<file path="config.mk">
export PLATFORM = sky130hd
export DESIGN_NAME = cam_alloc
export DESIGN_NICKNAME = d
export VERILOG_FILES = /design/src/rtl/cam_alloc.sv
export SDC_FILE = /design/constraint.sdc
export NUM_CORES = 1
export LEC_CHECK = 0
export CORE_MARGIN = 1
export CORE_UTILIZATION = 45
export CTS_CLUSTER_SIZE = 40
export DETAILED_ROUTE_END_ITERATION = 6
export HOLD_SLACK_MARGIN = 0.02
export SLEW_MARGIN = 5
export SYNTH_ARGS = -nofsm -noshare
export SYNTH_HDL_FRONTEND = slang
export SYNTH_SLANG_ARGS = --single-unit
</file>
<file path="constraint.sdc">
create_clock -name clk -period 3.2 [get_ports clk]
set_input_delay 0.8 -clock clk [delete_from_list [all_inputs] [get_ports clk]]
set_output_delay 0.8 -clock clk [all_outputs]
set_load 0.03 [all_outputs]
</file>
<file path="src/rtl/cam_alloc.sv">
// CAM with internal lowest-free-slot allocation, duplicate rejection, delete by address,
// registered lookup and occupancy tracking. Optional macro CAM_ALLOC_REPLACE_EN enables round-robin replacement when full.

module cam_alloc_chk #(
  parameter int ENTRIES_N = 32,
  parameter int CNT_W     = 6
) (
  input logic                 clk,
  input logic                 nreset,
  input logic [ENTRIES_N-1:0] valid,
  input logic [CNT_W-1:0]     count,
  input logic                 lkp_multi
);

  a_count_popcount: assert property (@(posedge clk) disable iff (!nreset)
    count == CNT_W'($countones(valid)));

  a_no_multi_hit: assert property (@(posedge clk) disable iff (!nreset)
    !lkp_multi);

endmodule

module cam_alloc #(
  parameter  int ENTRIES_N = 32,
  parameter  int KEY_W     = 8,
  localparam int ADDR_W    = $clog2(ENTRIES_N),
  localparam int CNT_W     = $clog2(ENTRIES_N + 1)
) (
  input  logic              clk,
  input  logic              nreset,
  input  logic              ins_i,
  input  logic [KEY_W-1:0]  ins_key_i,
  output logic              ins_ack_o,
  output logic              ins_ok_o,
  output logic [ADDR_W-1:0] ins_addr_o,
  output logic              ins_dup_o,
  input  logic              del_i,
  input  logic [ADDR_W-1:0] del_addr_i,
  input  logic              lkp_i,
  input  logic [KEY_W-1:0]  lkp_key_i,
  output logic              lkp_valid_o,
  output logic              lkp_hit_o,
  output logic [ADDR_W-1:0] lkp_addr_o,
  output logic              lkp_multi_o,
  output logic              full_o,
  output logic              empty_o,
  output logic [CNT_W-1:0]  count_o
);

  localparam logic [CNT_W-1:0]  FULL_CNT  = CNT_W'(ENTRIES_N);
  localparam logic [ADDR_W:0]   ENTRIES_V = (ADDR_W + 1)'(ENTRIES_N);
  localparam logic [ADDR_W-1:0] LAST_ADDR = ADDR_W'(ENTRIES_N - 1);

  function automatic logic [ADDR_W-1:0] prio_enc(input logic [ENTRIES_N-1:0] vec);
    logic [ADDR_W-1:0] idx;
    idx = {ADDR_W{1'b0}};
    for (int i = ENTRIES_N - 1; i >= 0; i--) begin
      idx = vec[i] ? ADDR_W'(i) : idx;
    end
    return idx;
  endfunction

  function automatic logic more_than_one(input logic [ENTRIES_N-1:0] vec);
    logic seen;
    logic multi;
    seen  = 1'b0;
    multi = 1'b0;
    for (int i = 0; i < ENTRIES_N; i++) begin
      multi = multi | (seen & vec[i]);
      seen  = seen | vec[i];
    end
    return multi;
  endfunction

  logic [ENTRIES_N-1:0] valid_r;
  logic [ENTRIES_N-1:0] valid_nxt_s;
  logic [KEY_W-1:0]     key_r [ENTRIES_N];
  logic [CNT_W-1:0]     count_r;
  logic [CNT_W-1:0]     count_nxt_s;

  logic [ENTRIES_N-1:0] ins_match_s;
  logic [ENTRIES_N-1:0] lkp_match_s;
  logic                 full_s;
  logic                 ins_dup_s;
  logic                 alloc_s;
  logic                 repl_s;
  logic                 wr_s;
  logic [ADDR_W-1:0]    victim_s;
  logic [ADDR_W-1:0]    wr_addr_s;
  logic [ADDR_W-1:0]    ins_addr_s;
  logic                 del_eff_s;

  logic                 ins_ack_r;
  logic                 ins_ok_r;
  logic                 ins_dup_r;
  logic [ADDR_W-1:0]    ins_addr_r;
  logic                 lkp_valid_r;
  logic                 lkp_hit_r;
  logic [ADDR_W-1:0]    lkp_addr_r;
  logic                 lkp_multi_r;

  // Per-entry key comparison against the pre-update table for both request ports.
  always_comb begin
    ins_match_s = {ENTRIES_N{1'b0}};
    lkp_match_s = {ENTRIES_N{1'b0}};
    for (int i = 0; i < ENTRIES_N; i++) begin
      ins_match_s[i] = valid_r[i] & (key_r[i] == ins_key_i);
      lkp_match_s[i] = valid_r[i] & (key_r[i] == lkp_key_i);
    end
  end

  assign full_s    = (count_r == FULL_CNT);
  assign ins_dup_s = |ins_match_s;
  assign alloc_s   = ins_i & ~ins_dup_s & ~full_s;

`ifdef CAM_ALLOC_REPLACE_EN
  logic [ADDR_W-1:0] rr_ptr_r;

  assign repl_s   = ins_i & ~ins_dup_s & full_s;
  assign victim_s = rr_ptr_r;

  // Round-robin victim pointer, advanced once per replacement.
  always_ff @(posedge clk or negedge nreset) begin
    if (!nreset) begin
      rr_ptr_r <= {ADDR_W{1'b0}};
    end else if (repl_s) begin
      rr_ptr_r <= (rr_ptr_r == LAST_ADDR) ? {ADDR_W{1'b0}} : rr_ptr_r + {{(ADDR_W-1){1'b0}}, 1'b1};
    end else begin
      rr_ptr_r <= rr_ptr_r;
    end
  end
`else
  assign repl_s   = 1'b0;
  assign victim_s = {ADDR_W{1'b0}};
`endif

  assign wr_s      = alloc_s | repl_s;
  assign wr_addr_s = repl_s ? victim_s : prio_enc(~valid_r);

  // Delete counts only for an in-range valid target; a same-cycle replacement of that entry wins.
  always_comb begin
    del_eff_s = 1'b0;
    if (del_i && ({1'b0, del_addr_i} < ENTRIES_V)) begin
      del_eff_s = valid_r[del_addr_i] & ~(repl_s & (del_addr_i == victim_s));
    end else begin
      del_eff_s = 1'b0;
    end
  end

  // Next valid vector and occupancy.
  always_comb begin
    valid_nxt_s = valid_r;
    for (int i = 0; i < ENTRIES_N; i++) begin
      valid_nxt_s[i] = (valid_r[i] & ~(del_eff_s & (del_addr_i == ADDR_W'(i))))
                     | (wr_s & (wr_addr_s == ADDR_W'(i)));
    end
    count_nxt_s = count_r + CNT_W'(alloc_s) - CNT_W'(del_eff_s);
  end

  // Insert response address: duplicate location, written slot, or zero on reject.
  always_comb begin
    ins_addr_s = {ADDR_W{1'b0}};
    if (ins_dup_s) begin
      ins_addr_s = prio_enc(ins_match_s);
    end else if (wr_s) begin
      ins_addr_s = wr_addr_s;
    end else begin
      ins_addr_s = {ADDR_W{1'b0}};
    end
  end

  // Valid bits and occupancy counter.
  always_ff @(posedge clk or negedge nreset) begin
    if (!nreset) begin
      valid_r <= {ENTRIES_N{1'b0}};
      count_r <= {CNT_W{1'b0}};
    end else begin
      valid_r <= valid_nxt_s;
      count_r <= count_nxt_s;
    end
  end

  // Key storage carries no reset; an entry is only meaningful while its valid bit is set.
  always_ff @(posedge clk) begin
    if (wr_s) begin
      key_r[wr_addr_s] <= ins_key_i;
    end
  end

  // Registered insert and lookup responses.
  always_ff @(posedge clk or negedge nreset) begin
    if (!nreset) begin
      ins_ack_r   <= 1'b0;
      ins_ok_r    <= 1'b0;
      ins_dup_r   <= 1'b0;
      ins_addr_r  <= {ADDR_W{1'b0}};
      lkp_valid_r <= 1'b0;
      lkp_hit_r   <= 1'b0;
      lkp_addr_r  <= {ADDR_W{1'b0}};
      lkp_multi_r <= 1'b0;
    end else begin
      ins_ack_r   <= ins_i;
      ins_ok_r    <= wr_s;
      ins_dup_r   <= ins_i & ins_dup_s;
      ins_addr_r  <= ins_i ? ins_addr_s : {ADDR_W{1'b0}};
      lkp_valid_r <= lkp_i;
      lkp_hit_r   <= lkp_i & (|lkp_match_s);
      lkp_addr_r  <= lkp_i ? prio_enc(lkp_match_s) : {ADDR_W{1'b0}};
      lkp_multi_r <= lkp_i & more_than_one(lkp_match_s);
    end
  end

  assign ins_ack_o   = ins_ack_r;
  assign ins_ok_o    = ins_ok_r;
  assign ins_dup_o   = ins_dup_r;
  assign ins_addr_o  = ins_addr_r;
  assign lkp_valid_o = lkp_valid_r;
  assign lkp_hit_o   = lkp_hit_r;
  assign lkp_addr_o  = lkp_addr_r;
  assign lkp_multi_o = lkp_multi_r;
  assign count_o     = count_r;
  assign full_o      = (count_r == FULL_CNT);
  assign empty_o     = (count_r == {CNT_W{1'b0}});

  cam_alloc_chk #(
    .ENTRIES_N (ENTRIES_N),
    .CNT_W     (CNT_W)
  ) u_chk (
    .clk       (clk),
    .nreset    (nreset),
    .valid     (valid_r),
    .count     (count_r),
    .lkp_multi (lkp_multi_r)
  );

endmodule

</file>
# Word-level counts from Yosys, hierarchy flattened
# Memory sizes are Yosys's and may differ from the RTL's.
# Cells that the tools add are included.
[totals]
reg_bits = 54
mem_bits_rw = 256
input_bits = 26
output_inout_bits = 24
wordCells = 574
memories = 1
[memory_table]
columns = ["name", "words", "word_bits", "read_ports", "rd_ports_with_merged_regs", "write_ports", "line_no", "text"]
rows = [
  ["key_r", 32, 8, 32, 0, 1, "77", "logic [KEY_W-1:0] key_r [ENTRIES_N];"],
]
[classes]
addsub = 2
order_cmp = 1
eq_ne = 127
n_mux = 105
n_bitwise = 323
n_reduce_logical = 5
[ops]
columns = ["op", "count"]
rows = [
  ["equality test 8 bit", 64],
  ["two-way mux 5 bit", 100],
  ["bitwise AND 1 bit", 196],
  ["equality test 5 bit, second input constant", 32],
  ["OR 1 bit", 92],
  ["equality test 5 x 4 -> 1 bit, second input constant", 16],
  ["OR reduction 32 bit", 2],
  ["equality test 5 x 3 -> 1 bit, second input constant", 8],
  ["NOT 1 bit", 34],
  ["NOT 32 bit", 1],
  ["equality test 5 x 2 -> 1 bit, second input constant", 4],
  ["equality test 5 x 1 -> 1 bit, second input constant", 2],
  ["logical NOT 5 bit", 2],
  ["adder 6 x 1 -> 6 bit", 1],
  ["equality test 6 bit, second input constant", 1],
  ["logical NOT 6 bit", 1],
  ["< comparator 5 x 6 -> 1 bit, second input constant", 1],
  ["subtractor 6 x 1 -> 6 bit", 1],
  ["binary-select mux 1 bit (select 5 bit)", 1],
  ["two-way mux 1 bit", 4],
]

# Depth between registers and ports, before layout
# An unclocked memory read counts as a cell.
[logic_depth]
word_depth = 37
depth_mapped = 19

# Least setup slack after synthesis
# OpenSTA, ideal clock, no wires.
[synth_path]
path_kind = "input port to flip-flop"
from = "in ins_key_i[3]"
to = "mem key_r[15][0], enable pin"
arrival_ps = 3578
required_ps = 2830
path_slack_ps = -749
cell_stages = 12
path_buffers = 4
path_cell_list = "buf_4 > buf_8 > xnor2_1 > nand4_1 > nor3_1 > nor4_2 > nand4_1 > or4_1 > buf_2 > or4b_1 > buf_4 > nor2_1"
[synth_between]
elab_chain_len = 8
[synth_rtl]
columns = ["item", "line_no", "text"]
rows = [
  ["start: declaration", "32", "input logic [KEY_W-1:0] ins_key_i,"],
  ["equality test 8 bit", "107", "ins_match_s[i] = valid_r[i] & (key_r[i] == ins_key_i);"],
  ["bitwise AND 1 bit", "107", ""],
  ["OR reduction 32 bit *", "113", "assign ins_dup_s = |ins_match_s;"],
  ["NOT 1 bit *", "114", "assign alloc_s = ins_i & ~ins_dup_s & ~full_s;"],
  ["bitwise AND 1 bit * (2 in a row)", "114", ""],
  ["two-way mux 1 bit *", "185", "if (wr_s) begin"],
  ["two-way mux 1 bit (not written as such) *", "186", "key_r[wr_addr_s] <= ins_key_i;"],
  ["end: declaration", "77", ""],
]
# Mark *: on every way between the ends. The rest lies on a longest branch, timed or not.

# Final worst setup path
[layout_path]
from = "in ins_key_i[2]"
to = "reg count_r[4] (netlist: count_o[4])"
[layout_between]
elab_chain_len = 8
[layout_rtl]
columns = ["item", "line_no", "text"]
rows = [
  ["equality test 8 bit", "107", ""],
  ["bitwise AND 1 bit", "107", ""],
  ["OR reduction 32 bit *", "113", ""],
  ["NOT 1 bit *", "114", ""],
  ["bitwise AND 1 bit * (2 in a row)", "114", ""],
  ["adder 6 x 1 -> 6 bit *", "157", "count_nxt_s = count_r + CNT_W'(alloc_s) - CNT_W'(del_eff_s);"],
  ["subtractor 6 x 1 -> 6 bit *", "157", ""],
  ["named net count_nxt_s[4]", "79", "logic [CNT_W-1:0] count_nxt_s;"],
  ["end signal: assignment", "176", "count_r <= {CNT_W{1'b0}};"],
  ["end signal: assignment", "179", "count_r <= count_nxt_s;"],
  ["end: declaration", "78", "logic [CNT_W-1:0] count_r;"],
]
# The timed path passes the listed nets; every way through them passes the cells marked *.

==> key figures <==
STA
  • Worst-Margin Slew: 0.7677 ns
  • Tmin final: 3.634 ns
  • RSZ-0062 raised after global routing: true
  • Pins Over Slew Limit: 0
  • Setup Viol. Count Final: 285
  • Peak Freq: 0.2752 GHz
  • Relative slew slack: 0.4882
  • Worst setup margin: -0.4340 ns
  • Final hold violation count: 0
  • Tcrit/Tclk final: 1.136
  • Worst clock skew: 0.02707 ns
  • Setup TNS: -72.98 ns

Job
  • Max Cap Viol: 0

GRT
  • Gr usage total: 0.3091
  • Largest net degree at the start of global routing: 55
  • Met1 Use GR: 0.4128
  • Initial antenna violation count: 1
  • Total congestion overflow: 0
  • Vias in the first global route: 16080
  • Met2 Use GR: 0.5056
  • Met3 global-route usage: 0.04852
  • First-pass GRT wire length: 95.87 mm
  • GR peak layer: met2

Logic synthesis
  • Syn Area/Cell: 11.03 um2
  • Count of flip-flops with a built-in enable after synthesis: 256
  • Netlist Area Pre-Place: 18490 um2
  • Most common cell in the netlist: xnor2_1
  • Largest cells by area after synthesis: edfxtp_1 42%, xnor2_1 19%, dfrtp_1 7.3%
  • Async SR Flop Fraction: 0.1742
  • Ys Warns: 0
  • Syn Nets: 1712
  • Area leader, netlist: edfxtp_1
  • Yosys top cell area share: 0.4157
  • Synth Register Bits: 310
  • Synth top cells by count: 404 x xnor2_1, 256 x edfxtp_1, 117 x nand2_1, 112 x xor2_1, 96 x nand4_1
  • Cells after Synth: 1676
  • Yosys cell types: 69
  • Main synth FF type: edfxtp_1
  • Post-synthesis sequential area ratio: 0.4887

Routing
  • Vias per cell: 5.554
  • First-pass DRT Iterations: 5
  • DRC violations left: 0
  • Routed WL per cell: 22.77 um
  • DR iter-0 viols: 1227
  • ANT nets after route: 0
  • Detailed Route WL: 65.27 mm
  • Via count: 15920

CTS
  • Clk sinks: 310
  • CTS tree: done
  • H-tree levels: 2
  • Worst skew pair latency: 0.57 ns
  • Clock tree buffer depth: 3
  • Clock root cell: clkbuf_16
  • Num CTS Buffers: 36
  • Clock transition at the registers of the reported paths: 0.07 ns
  • Cts hold-fix bufs: 0

Worst setup path
  • Reg2Reg Setup Slack: -0.32 ns
  • Setup crit start: ins_key_i[2]
  • Critical Path End Type: register
  • Number of cells on the worst reg-to-reg path: 18
  • Critical Path AT: 4.06 ns
  • CP endpoint: count_o[4]
  • Delay-heaviest family, CP: simple AND/OR/NAND/NOR gates
  • WS Path Type: primary input to register
  • CP cell instances: buf_8 > buf_6 > xnor2_1 > nand4_1 > nor3_1 > nor4_2 > buf_4 > nand3b_1 > or4_4 > buf_6 > ha_4 > inv_2 > ha_4 > inv_2 > fa_2 > inv_2 > a21oi_2 > nor2_1 > nor2_1 > xnor2_1
  • Critical Path Stages: 20
  • Worst reg2reg path endpoint: count_o[4]
  • Bufs and invs on worst path: 7
  • CP max-delay cell: or4_4
  • Slowest stage delay, CP: 0.60 ns
  • Worst endpoint required time: 3.63 ns
  • Cell mode on critical path: inv_2
  • Worst Path Max Fanout: 7
  • FF-to-FF Start: key_r[12][3]
  • CP Launch Type: primary input

Outcome
  • Failing checks: negative setup slack
  • Outcome: complete, but fails checks

Place
  • Cell Area, Placed: 24250 um2
  • Placer congestion estimate: 1.016
  • Port-buffer cells: 49
  • DPL Wire Length: 46.30 mm

Die
  • Die ar.: 41910 um2
  • Starting density of the core: 0.4612
  • Core box area: 40100 um2
  • Row count: 73
  • Die Ht: 204.7 um
  • Die W: 204.7 um
  • I/O pins: 50

Power and ir drop
  • PD cells: 568.5 nW/um2
  • Tot Pwr: 0.01518 W
  • VDD IR max: 0.5304 mV
  • Leakage: 10.05 nW

Hold path
  • Hold Path Class: primary input to asynchronous set/reset pin

Finish
  • Diode count: 0
  • Post-route design area: 26710 um2
  • Nets: 2352
  • Layout area overhead: 44.42%
  • Layout cells sized above 1: 0.3625
power breakdown:
part	internal, W	switching [W]
Clock	0.00247	0.00169
Sequential	0.00488	0.000351
Combinational	0.00251	0.00328
repair_timing:
item | CTS | global route
gates resized for setup | 58 | 102
setup endpoints to repair | 289 | 293
pin swaps | 36 | 46
cloned | 3 | 3
setup buffers | 22 | 33
final cells by class:
type | count | area (um2)
clock buffer | 46 | 969.7
fill | 3012 | 13390
clock inverter | 18 | 191.4
sequential | 310 | 9039
inverter | 23 | 88.84
multi-input combinational | 1261 | 9607
timing repair buffer | 684 | 6156
tap | 525 | 656.9
worst min path at each step:
stage                startpoint           to  depth (start not counted)
detailed placement  valid_r[26]  valid_r[26]                          2
finish                   nreset  valid_r[27]                          2
global route             nreset  valid_r[27]                          2
CTS                      nreset  valid_r[27]                          2
floorplan                nreset   count_o[0]                          0
global placement    valid_r[26]  valid_r[26]                          2
worst register-to-register path, cell delays in order, from the launching register on:
cell and delay [ns]:
edfxtp_1 0.42, xnor2_1 0.15, nand4_1 0.15, nor3_1 0.11, nor4_2 0.30, buf_4 0.17
nand3b_1 0.17, or4_4 0.60, buf_6 0.14, ha_4 0.20, inv_2 0.06, ha_4 0.13
inv_2 0.03, fa_2 0.35, inv_2 0.07, a21oi_2 0.05, nor2_1 0.11, nor2_1 0.06
xnor2_1 0.12
routing by layer:
metal / vias up / wire length, um / share of wire
met5: - / 0 / 0
met4: 0 / 2457 / 0.038
met3: 152 / 4348 / 0.067
met1: 7866 / 27840 / 0.43
li1: 7296 / - / -
met2: 610 / 30630 / 0.47
placed cells by master (no fill, tap or decap), types with 12 or more instances in the layout:
master and instances:
buf_4 552, xnor2_1 390, edfxtp_1 256, nand2_1 112, xor2_1 109, nand4_1 96
nand3_1 80, nor3_1 72, o21ai_0 61, dfrtp_1 54, buf_12 52, clkbuf_16 40
nor2_1 37, nor2_4 32, clkdlybuf4s50_1 29, buf_6 25, o21ai_2 22, inv_1 17
or3_1 16, a21oi_1 16, nor4_1 15, nor3_2 12, a31oi_1 12
per-stage QoR:
stage / instances / util / hold WS (ns) / worst slack [ns]
finish: 2867 / 0.6661 / 0.3875 / -0.4340
global route: 2867 / 0.6661 / 0.4638 / -0.5014
CTS: 2836 / 0.6471 / 0.4033 / -0.3268
detailed placement: 2748 / 0.6047 / 0.6168 / -1.054
global placement: 2748 / 0.6047 / 0.5921 / -1.031
floorplan: 1676 / - / 0.5044 / -0.5186
flip-flops by register name, summed over array words and instances (netlist names):
register     flops
lkp_multi_o      1
lkp_hit_o        1
lkp_addr_o       5
ins_ack_o        1
count_o          6
ins_addr_o       5
ins_dup_o        1
lkp_valid_o      1
ins_ok_o         1
key_r          256
valid_r         32
cells by family (layout without fill, tap and decap cells):
| family | after synthesis | in the layout | share of synthesized area |
|---|---|---|---|
| and+or+nand+nor | 551 | 551 | 0.1543 |
| buffers and inverters | 105 | 771 | 0.03559 |
| AOI/OAI and AO/OA | 172 | 172 | 0.05656 |
| adders and majority gates | 12 | 12 | 0.008254 |
| DFF | 310 | 310 | 0.4887 |
| xor gates and xnor gates | 516 | 516 | 0.2444 |
| muxes | 10 | 10 | 0.01218 |
No activity file was read; power rests on OpenSTA's default activity.
